===== config.mk =====
export PLATFORM = sky130hd
export DESIGN_NAME = ex_mem_stage
export DESIGN_NICKNAME = d
export VERILOG_FILES = /design/src/rtl/riscv_pkg.sv /design/src/rtl/dmem_req_fsm.sv /design/src/rtl/ex_mem_stage.sv
export SDC_FILE = /design/constraint.sdc
export NUM_CORES = 1
export LEC_CHECK = 0
export BUFFER_PORTS_ARGS = -buffer_cell sky130_fd_sc_hd__buf_2
export CORE_MARGIN = 3
export CORE_UTILIZATION = 35
export CTS_BUF_LIST = sky130_fd_sc_hd__clkbuf_8
export DETAILED_ROUTE_END_ITERATION = 10
export SLEW_MARGIN = 10
export SYNTH_ARGS = -nofsm -noshare
export SYNTH_HDL_FRONTEND = slang
export SYNTH_SLANG_ARGS = --single-unit

===== constraint.sdc =====
create_clock -name clk -period 2.56 [get_ports clk]
set_clock_uncertainty 0.1 [all_clocks]
set_input_delay 0.256 -clock clk [delete_from_list [all_inputs] [get_ports clk]]
set_output_delay 0.256 -clock clk [all_outputs]
set_load 0.05 [all_outputs]

===== src/rtl/riscv_pkg.sv =====
// Shared types and encodings for the RV32 pipeline memory stage.
package riscv_pkg;

  localparam int D_WIDTH_DEF = 32;
  localparam int REG_AW_DEF  = 5;

  localparam logic [1:0] RES_ALU = 2'b00;
  localparam logic [1:0] RES_MEM = 2'b01;
  localparam logic [1:0] RES_PC4 = 2'b10;

  typedef enum logic [1:0] {
    IDLE = 2'd0,
    REQ  = 2'd1,
    RESP = 2'd2
  } mem_state_t;

  typedef struct packed {
    logic                   valid;
    logic                   reg_write;
    logic [1:0]             result_src;
    logic                   mem_write;
    logic [D_WIDTH_DEF-1:0] alu_result;
    logic [D_WIDTH_DEF-1:0] write_data;
    logic [REG_AW_DEF-1:0]  rd;
    logic [D_WIDTH_DEF-1:0] pc_plus_4;
  } ex_mem_t;

  function automatic logic is_mem_op(logic valid, logic [1:0] src, logic mem_write);
    return valid & ((src == RES_MEM) | mem_write);
  endfunction

endpackage


===== src/rtl/dmem_req_fsm.sv =====
// Data-memory handshake sequencer: request/response tracking, stall and completion pulse.
//   state | meaning
//   IDLE  | no access pending; slot completes immediately
//   REQ   | request driven, waiting for gnt
//   RESP  | load granted, waiting for rvalid
module dmem_req_fsm
  import riscv_pkg::*;
(
  input  logic clk,
  input  logic rst_n,
  input  logic start_i,
  input  logic is_load_i,
  input  logic gnt_i,
  input  logic rvalid_i,
  output logic req_o,
  output logic stall_o,
  output logic done_o,
  output logic load_done_o
);

  mem_state_t state_q, state_d;

  always_comb begin
    state_d     = state_q;
    req_o       = 1'b0;
    stall_o     = 1'b0;
    done_o      = 1'b0;
    load_done_o = 1'b0;
    case (state_q)
      IDLE: done_o = 1'b1;
      REQ: begin
        req_o = 1'b1;
        if (gnt_i && !is_load_i) begin
          done_o = 1'b1;
        end else if (gnt_i) begin
          stall_o = 1'b1;
          state_d = RESP;
        end else begin
          stall_o = 1'b1;
        end
      end
      RESP: begin
        if (rvalid_i) begin
          done_o      = 1'b1;
          load_done_o = 1'b1;
        end else begin
          stall_o = 1'b1;
        end
      end
      default: state_d = IDLE;
    endcase
    // Whenever the slot frees up, the instruction captured on this edge decides the next state.
    if (!stall_o) state_d = start_i ? REQ : IDLE;
  end

  always_ff @(posedge clk or negedge rst_n) begin
    if (!rst_n) state_q <= IDLE;
    else        state_q <= state_d;
  end

endmodule


===== src/rtl/ex_mem_stage.sv =====
// EX/MEM + MEM/WB registers of the RV32 pipeline with word load/store handshake.
// Build option MEM_MISALIGN_TRAP_EN: misaligned memory ops are dropped and flagged on misalign_o/misalign_addr_o.
module ex_mem_stage
  import riscv_pkg::*;
#(
  parameter int D_WIDTH = D_WIDTH_DEF,
  parameter int REG_AW  = REG_AW_DEF
) (
  input  logic               clk,
  input  logic               rst_n,
  input  logic               valid_e_i,
  input  logic               reg_write_e_i,
  input  logic [1:0]         result_src_e_i,
  input  logic               mem_write_e_i,
  input  logic [D_WIDTH-1:0] alu_result_e_i,
  input  logic [D_WIDTH-1:0] write_data_e_i,
  input  logic [REG_AW-1:0]  rd_e_i,
  input  logic [D_WIDTH-1:0] pc_plus_4e_i,
  input  logic               flush_i,
  output logic               stall_o,
  output logic               dmem_req_o,
  output logic               dmem_we_o,
  output logic [D_WIDTH-1:0] dmem_addr_o,
  output logic [D_WIDTH-1:0] dmem_wdata_o,
  input  logic               dmem_gnt_i,
  input  logic               dmem_rvalid_i,
  input  logic [D_WIDTH-1:0] dmem_rdata_i,
  output logic               fwd_reg_write_m_o,
  output logic [REG_AW-1:0]  fwd_rd_m_o,
  output logic [D_WIDTH-1:0] fwd_alu_result_m_o,
`ifdef MEM_MISALIGN_TRAP_EN
  output logic               misalign_o,
  output logic [D_WIDTH-1:0] misalign_addr_o,
`endif
  output logic               valid_w_o,
  output logic               reg_write_w_o,
  output logic [1:0]         result_src_w_o,
  output logic [D_WIDTH-1:0] alu_result_w_o,
  output logic [D_WIDTH-1:0] read_data_w_o,
  output logic [D_WIDTH-1:0] pc_plus_4w_o,
  output logic [REG_AW-1:0]  rd_w_o
);

  ex_mem_t ex_q, ex_d;
  logic start, misal_now, done, load_done, complete;
  logic e_mem_op;

  logic               valid_w_q, valid_w_d;
  logic               reg_write_w_q, reg_write_w_d;
  logic [1:0]         result_src_w_q, result_src_w_d;
  logic [D_WIDTH-1:0] alu_result_w_q, alu_result_w_d;
  logic [D_WIDTH-1:0] read_data_w_q, read_data_w_d;
  logic [D_WIDTH-1:0] pc_plus_4w_q, pc_plus_4w_d;
  logic [REG_AW-1:0]  rd_w_q, rd_w_d;

  assign e_mem_op = is_mem_op(valid_e_i & ~flush_i, result_src_e_i, mem_write_e_i);

`ifdef MEM_MISALIGN_TRAP_EN
  logic               misalign_q, misalign_d;
  logic [D_WIDTH-1:0] misalign_addr_q, misalign_addr_d;

  assign start     = e_mem_op & (alu_result_e_i[1:0] == 2'b00);
  assign misal_now = is_mem_op(ex_q.valid, ex_q.result_src, ex_q.mem_write)
                   & (ex_q.alu_result[1:0] != 2'b00);

  always_comb begin
    misalign_d      = misalign_q;
    misalign_addr_d = misalign_addr_q;
    if (misal_now && !misalign_q) begin
      misalign_d      = 1'b1;
      misalign_addr_d = ex_q.alu_result;
    end
  end

  always_ff @(posedge clk or negedge rst_n) begin
    if (!rst_n) begin
      misalign_q      <= 1'b0;
      misalign_addr_q <= '0;
    end else begin
      misalign_q      <= misalign_d;
      misalign_addr_q <= misalign_addr_d;
    end
  end

  assign misalign_o      = misalign_q;
  assign misalign_addr_o = misalign_addr_q;
`else
  assign start     = e_mem_op;
  assign misal_now = 1'b0;
`endif

  dmem_req_fsm u_fsm (
    .clk        (clk),
    .rst_n      (rst_n),
    .start_i    (start),
    .is_load_i  (ex_q.result_src == RES_MEM),
    .gnt_i      (dmem_gnt_i),
    .rvalid_i   (dmem_rvalid_i),
    .req_o      (dmem_req_o),
    .stall_o    (stall_o),
    .done_o     (done),
    .load_done_o(load_done)
  );

  // A stalled slot holds its contents, so a late flush can never kill an in-flight access.
  always_comb begin
    ex_d = ex_q;
    if (!stall_o) begin
      ex_d.valid      = valid_e_i & ~flush_i;
      ex_d.reg_write  = reg_write_e_i;
      ex_d.result_src = result_src_e_i;
      ex_d.mem_write  = mem_write_e_i;
      ex_d.alu_result = alu_result_e_i;
      ex_d.write_data = write_data_e_i;
      ex_d.rd         = rd_e_i;
      ex_d.pc_plus_4  = pc_plus_4e_i;
    end
  end

  assign complete = ex_q.valid & done & ~misal_now;

  always_comb begin
    valid_w_d      = complete;
    reg_write_w_d  = complete & ex_q.reg_write & ~ex_q.mem_write;
    result_src_w_d = ex_q.result_src;
    alu_result_w_d = ex_q.alu_result;
    read_data_w_d  = load_done ? dmem_rdata_i : '0;
    pc_plus_4w_d   = ex_q.pc_plus_4;
    rd_w_d         = ex_q.rd;
  end

  always_ff @(posedge clk or negedge rst_n) begin
    if (!rst_n) begin
      ex_q           <= '0;
      valid_w_q      <= 1'b0;
      reg_write_w_q  <= 1'b0;
      result_src_w_q <= '0;
      alu_result_w_q <= '0;
      read_data_w_q  <= '0;
      pc_plus_4w_q   <= '0;
      rd_w_q         <= '0;
    end else begin
      ex_q           <= ex_d;
      valid_w_q      <= valid_w_d;
      reg_write_w_q  <= reg_write_w_d;
      result_src_w_q <= result_src_w_d;
      alu_result_w_q <= alu_result_w_d;
      read_data_w_q  <= read_data_w_d;
      pc_plus_4w_q   <= pc_plus_4w_d;
      rd_w_q         <= rd_w_d;
    end
  end

  assign dmem_we_o    = ex_q.mem_write;
  assign dmem_addr_o  = ex_q.alu_result & {{(D_WIDTH-2){1'b1}}, 2'b00};
  assign dmem_wdata_o = ex_q.write_data;

  assign fwd_reg_write_m_o  = ex_q.valid & ex_q.reg_write & ~ex_q.mem_write
                            & (ex_q.result_src != RES_MEM);
  assign fwd_rd_m_o         = ex_q.rd;
  assign fwd_alu_result_m_o = ex_q.alu_result;

  assign valid_w_o      = valid_w_q;
  assign reg_write_w_o  = reg_write_w_q;
  assign result_src_w_o = result_src_w_q;
  assign alu_result_w_o = alu_result_w_q;
  assign read_data_w_o  = read_data_w_q;
  assign pc_plus_4w_o   = pc_plus_4w_q;
  assign rd_w_o         = rd_w_q;

endmodule


* Word level (Yosys, flattened, before mapping) *
Index checks and enable logic that the tools add are counted.

storage, ports and cells
  latch bits = 0
  logic and storage cells = 54
  register bits after elaboration = 213
  input port bits = 143
  ROM bits = 0
  memories = 0
  bits in writable memories = 0
  output and inout bits = 210

operators by class
  mux-type cells = 14
  magnitude comparators = 0
  $mul = 0
  div/mod/pow operators = 0
  shifts and indexed selects = 0
  eq/ne operators = 8
  reduce and logical (&&, ||, !) cells = 5
  bitwise operators = 11
  add/subtract/negate cells = 0

operators by type and width
  cell                number
  $mux 32             1
  $and 1x1->1         8
  $mux 1              7
  $eq 2x1->1 const B  3
  $mux 2              3
  $ne 3x3->1 const B  2
  $pmux 2 s2          1
  $pmux 1 s3          1
  $reduce_and 3->1    1
  $eq 2x2->1 const B  1
  $logic_not 2->1     1
  $ne 2x1->1 const B  1
  $ne 2x2->1 const B  1
  $not 1->1           2
  $pmux 1 s2          1
  $reduce_or 2->1     1
  $logic_and 1x1->1   1
  $logic_not 1->1     1
  $or 1x1->1          1

* Logic depth before layout (Yosys ltp) *
  word-level depth = 8
  depth in mapped cells = 10
  depth with buffers taken out = 6

* Cells and area by module *
Synthesis repeated with hierarchy kept, for this count alone.

unflattened totals
  cell total of the unflattened synthesis = 496
  area total of the unflattened synthesis = 7838.8 sq um

modules (own cells, without submodules)
  module        cells each  seq. area each (sq um)  times used  area each (sq um)
  ex_mem_stage  476         5280.1                  1           7639.8
  dmem_req_fsm  20          50.0                    1           198.9

* Worst setup path before layout *
Ideal clock, no wire load.

  path type = reg2out
  start = reg u_fsm.state_q[1]
  end = out stall_o
  data required time = 2.204 ns
  data arrival time = 1.901 ns
  stages on the path, launching flop included = 8
  slack = 0.303 ns
  buffers on the path = 3
  path through = dfrtp_1 inv_1 ha_1 a31oi_1 buf_6 buf_8 buf_12 inv_1

between the ends
  word-level cells in the longest chain between the ends = 2
  elaborated cells between the ends (all ways) = 3
  classes of those cells = eq/ne (2); mux (1)

RTL lines
  item                                      RTL line            text
  start: declaration                        dmem_req_fsm.sv:21  mem_state_t state_q, state_d;
  start signal: assignment                  dmem_req_fsm.sv:58  else state_q <= state_d;
  $eq 2x2->1 or $eq 2x1->1 (tied branches)  dmem_req_fsm.sv:29  case (state_q)
  $pmux 1 s2 (*)                            dmem_req_fsm.sv:29
  end: declaration                          ex_mem_stage.sv:20  output logic stall_o,

Every way passes the cells marked *; elsewhere a longest branch is shown, timed or not.

* Worst setup path after layout *
Same ends and word-level chain as after synthesis.

==> PnR_summary.wiki <==
{| class="wikitable"
! Metric !! Value
|-
| Library cell with the largest summed area after synthesis || sky130_fd_sc_hd__dfrtp_1
|-
| Critical-path maximum fanout || 4
|-
| Boundary Pins || 353
|-
| Setup crit end kind || output port
|-
| Met3 track demand over resource in global routing || 0.0538
|-
| Wire length of the first global-routing pass || 29.2 mm
|-
| Number of standard cells after synthesis || 503
|-
| Pleak || 5.95 nW
|-
| Final critical delay including setup and external delays || 2400 ps
|-
| Pre-CTS setup slack || 401 ps
|-
| Largest family of logic cells by synthesized area || multiplexers
|-
| Synth Area in Compound Gates || 0.00462
|-
| GRT Util Overall || 0.150
|-
| Area of the core || 0.0220 sq mm
|-
| Met1 layer usage reported by global route || 0.162
|-
| Startpoint kind of the worst setup timing path || register
|-
| Count leader, synth || sky130_fd_sc_hd__dfrtp_1
|-
| WHS || 83.8 ps
|-
| M2 GR Usage || 0.268
|-
| Sum of overflow across all layers after global routing || 0
|-
| Mapped Area || 0.00785 sq mm
|-
| Most used routing layer in global routing || met2
|-
| Max Root-Sink Buffers || 3
|-
| Max frequency || 417 MHz
|-
| Remaining number of nets flagged by the antenna check after routing || 0
|-
| Mux cell area share after synthesis || 0.157
|-
| First drt pass iteration count || 4
|-
| Number of synthesized flops with an enable pin || 0
|-
| Insertion delay to the later sink of the worst-skew pair || 510 ps
|-
| Hold Crit Depth || 4
|-
| Number of nets in the layout || 1072
|-
| Effective utilization at floorplan || 0.357
|-
| Standard-cell rows || 54
|-
| Max IR drop VDD || 0.424 mV
|-
| Via Count || 5239
|-
| Via count normalized by instance count || 4.25
|-
| Synth top area share || 0.679
|-
| Synth warnings || 0
|-
| DIE WIDTH || 156 microns
|-
| Worst Max-Slew Pin Slew || 528 ps
|-
| Part of the Yosys area used for sequential elements || 0.679
|-
| Most frequently used flop master after synthesis || sky130_fd_sc_hd__dfrtp_1
|-
| Number of setup violations in the final report || 0
|-
| Number of clock sinks seen by CTS || 213
|-
| Ratio of cells with drive above 1 in the final layout || 0.551
|-
| Setup_tns || 0 ps
|-
| Total Die Area || 0.0243 sq mm
|-
| DP Wirelength || 11.9 mm
|-
| Worst-case setup margin in the final layout || 164 ps
|-
| Depth of the worst register-to-register path || 8
|-
| Most frequent cells after synthesis || 213 x sky130_fd_sc_hd__dfrtp_1, 111 x sky130_fd_sc_hd__buf_4, 99 x sky130_fd_sc_hd__mux2_2, 32 x sky130_fd_sc_hd__and3_1, 7 x sky130_fd_sc_hd__mux2_4
|-
| Final routed wire length divided by cell count || 15.4 microns
|-
| Clock tree from TritonCTS || yes
|-
| Top area cells in the synthesized netlist || sky130_fd_sc_hd__dfrtp_1 68%, sky130_fd_sc_hd__mux2_2 14%, sky130_fd_sc_hd__buf_4 11%, sky130_fd_sc_hd__and3_1 2.6%, sky130_fd_sc_hd__mux2_4 1.3%
|-
| Max-cap violation count || 0
|-
| Post-placement cell count || 1021
|-
| Clock-pin slew on the worst setup and hold paths || 60 ps
|-
| Die Height || 156 microns
|-
| Synth async-reset ratio || 1.00
|-
| DRC viols || 0
|-
| Initial antenna violation count || 2
|-
| Area overhead of the layout relative to synthesis || 46.3%
|-
| Finished Layout Cells || 1234
|-
| Slew Limit Headroom || 0.648
|-
| Power density normalized to cell area || 701 mW/mm^2
|-
| Pin count of the biggest net entering global routing || 68
|-
| Category of the critical setup timing path || register to output port
|-
| Max Slew Vio Count || 0
|-
| Placer Congestion || 0.762
|-
| Number of distinct library cells after synthesis || 24
|-
| Critical Path AT || 2040 ps
|-
| Adder-cell share of the synthesized area || 0.00638
|-
| Worst hold-check path type || input port to register
|-
| Number of endpoints with negative hold slack in the final report || 0
|-
| Final Routed Wirelength || 19.0 mm
|-
| RSZ-0062 raised after global routing || no
|-
| Data required time at the worst endpoint || 2200 ps
|-
| Vias in the first global route || 5695
|-
| Synth Area per Inst || 15.6 sq um
|-
| Crit share post-route || 0.936
|-
| Synthesized-area fraction occupied by and/or/nand/nor cells || 0.0357
|-
| Run status || completed
|-
| Port-buffer cells || 350
|-
| Count of H-tree levels built during CTS || 2
|-
| Synth Area in XOR/XNOR || 0
|-
| Number of synthesized register bits || 213
|-
| Clock root buffer master || sky130_fd_sc_hd__clkbuf_8
|-
| Initial detailed-routing violation count || 187
|-
| Number of buffers inserted during clock tree synthesis || 37
|}
## cells by family (layout without fill, tap and decap cells)
family                   Yosys count  count (layout)
AO/OA/AOI/OAI                      7               7
adder cells (fa/ha/maj)            4               4
buffers and inverters            124             573
flip-flops                       213             213
multiplexers                     107             107
other                              1               3
AND/OR/NAND/NOR                   47              47
## per-stage QoR
| step | power, W | utilization | instance area (sq um) |
|---|---|---|---|
| 3_3_place_gp | 0.00473 | 0.419 | 9190 |
| 3_5_place_dp | 0.00474 | 0.419 | 9190 |
| 6_report | 0.00805 | 0.523 | 11500 |
| 5_1_grt | 0.00845 | 0.523 | 11500 |
| 2_1_floorplan | 0.00449 | - | 7850 |
| 4_1_cts | 0.00820 | 0.521 | 11400 |
## placed cells by master, fill, tap and decap left out
cell type / instances
sky130_fd_sc_hd__a21oi_1: 3
sky130_fd_sc_hd__a31oi_4: 1
sky130_fd_sc_hd__and3_1: 32
sky130_fd_sc_hd__and3b_1: 1
sky130_fd_sc_hd__and4b_1: 1
sky130_fd_sc_hd__buf_12: 5
sky130_fd_sc_hd__buf_2: 348
sky130_fd_sc_hd__buf_4: 5
sky130_fd_sc_hd__buf_8: 1
sky130_fd_sc_hd__bufbuf_16: 1
sky130_fd_sc_hd__bufinv_16: 1
sky130_fd_sc_hd__clkbuf_16: 1
sky130_fd_sc_hd__clkbuf_4: 1
sky130_fd_sc_hd__clkbuf_8: 51
sky130_fd_sc_hd__clkinv_2: 2
sky130_fd_sc_hd__clkinv_4: 1
sky130_fd_sc_hd__clkinvlp_4: 1
sky130_fd_sc_hd__conb_1: 2
sky130_fd_sc_hd__dfrtp_1: 213
sky130_fd_sc_hd__diode_2: 1
sky130_fd_sc_hd__dlygate4sd3_1: 140
sky130_fd_sc_hd__ha_1: 4
sky130_fd_sc_hd__inv_1: 15
sky130_fd_sc_hd__mux2_2: 99
sky130_fd_sc_hd__mux2_4: 7
sky130_fd_sc_hd__mux2i_1: 1
sky130_fd_sc_hd__nand2_1: 3
sky130_fd_sc_hd__nand2b_1: 2
sky130_fd_sc_hd__nand3_1: 1
sky130_fd_sc_hd__nor2_1: 4
sky130_fd_sc_hd__nor2b_1: 2
sky130_fd_sc_hd__nor3_1: 1
sky130_fd_sc_hd__o21ai_0: 3
## area by class of cell
cell class	count	area [sq um]
fill	1845	10500
sequential	213	5330
timing repair buffer	502	3360
multi-input combinational	167	1620
clock buffer	51	702
tap	280	350
clock inverter	16	97.6
inverter	4	15.0
antenna	1	2.50
## what timing repair did
action / in CTS / in global routing
hold buffers: 140 / 0
setup endpoints to repair: 1 / 1
cloned: 1 / 1
hold endpoints to repair: 203 / 0
buffers inserted: 1 / 2
resized for setup: 0 / 1
## registers in the layout, summed over array words and instances (netlist names)
signal,count
alu_result_w_o,32
dmem_we_o,1
valid_w_o,1
result_src_w_d,2
pc_plus_4w_o,32
u_fsm.state_q,2
ex_q,2
result_src_w_o,2
dmem_wdata_o,32
fwd_rd_m_o,5
rd_w_o,5
reg_write_w_o,1
fwd_alu_result_m_o,32
read_data_w_o,32
pc_plus_4w_d,32
## worst max-delay path, cell delays in order (launching register included)
cell                       delay [ps]
sky130_fd_sc_hd__dfrtp_1          390
sky130_fd_sc_hd__inv_1             80
sky130_fd_sc_hd__ha_1             340
sky130_fd_sc_hd__nand2_1           70
sky130_fd_sc_hd__nor2_1           160
sky130_fd_sc_hd__a31oi_4           70
sky130_fd_sc_hd__buf_12           150
sky130_fd_sc_hd__inv_1             50
sky130_fd_sc_hd__clkbuf_4         220
## path summary, 6_finish.rpt
| path | to | from | slack, ps |
|---|---|---|---|
| setup / recovery | stall_o | u_fsm.state_q[1] | 160 |
| hold / removal | u_fsm.state_q[0] | valid_e_i | 80 |
| setup reg to reg | dmem_wdata_o[30] | u_fsm.state_q[1] | 270 |
| hold reg to reg | pc_plus_4w_o[0] | pc_plus_4w_d[0] | 260 |
| max in group asynchronous | pc_plus_4w_d[13] | rst_n | 1470 |
| min in group asynchronous | alu_result_w_o[6] | rst_n | 210 |
## where the power goes
group	leakage (nW)	switching [W]	internal, W	total (W)
Combinational	2.93	0.000821	0.000421	0.00124
Sequential	2.57	0.0000760	0.00353	0.00360
Clock	0.452	0.00133	0.00187	0.00320
## layer usage
| metal | share of wire | vias to the layer above |
|---|---|---|
| met4 | 0.024 | 2 |
| met3 | 0.089 | 37 |
| met5 | 0.00068 | - |
| met1 | 0.37 | 2547 |
| li1 | - | 2422 |
| met2 | 0.52 | 231 |
No activity file was read; power rests on OpenSTA's default activity.
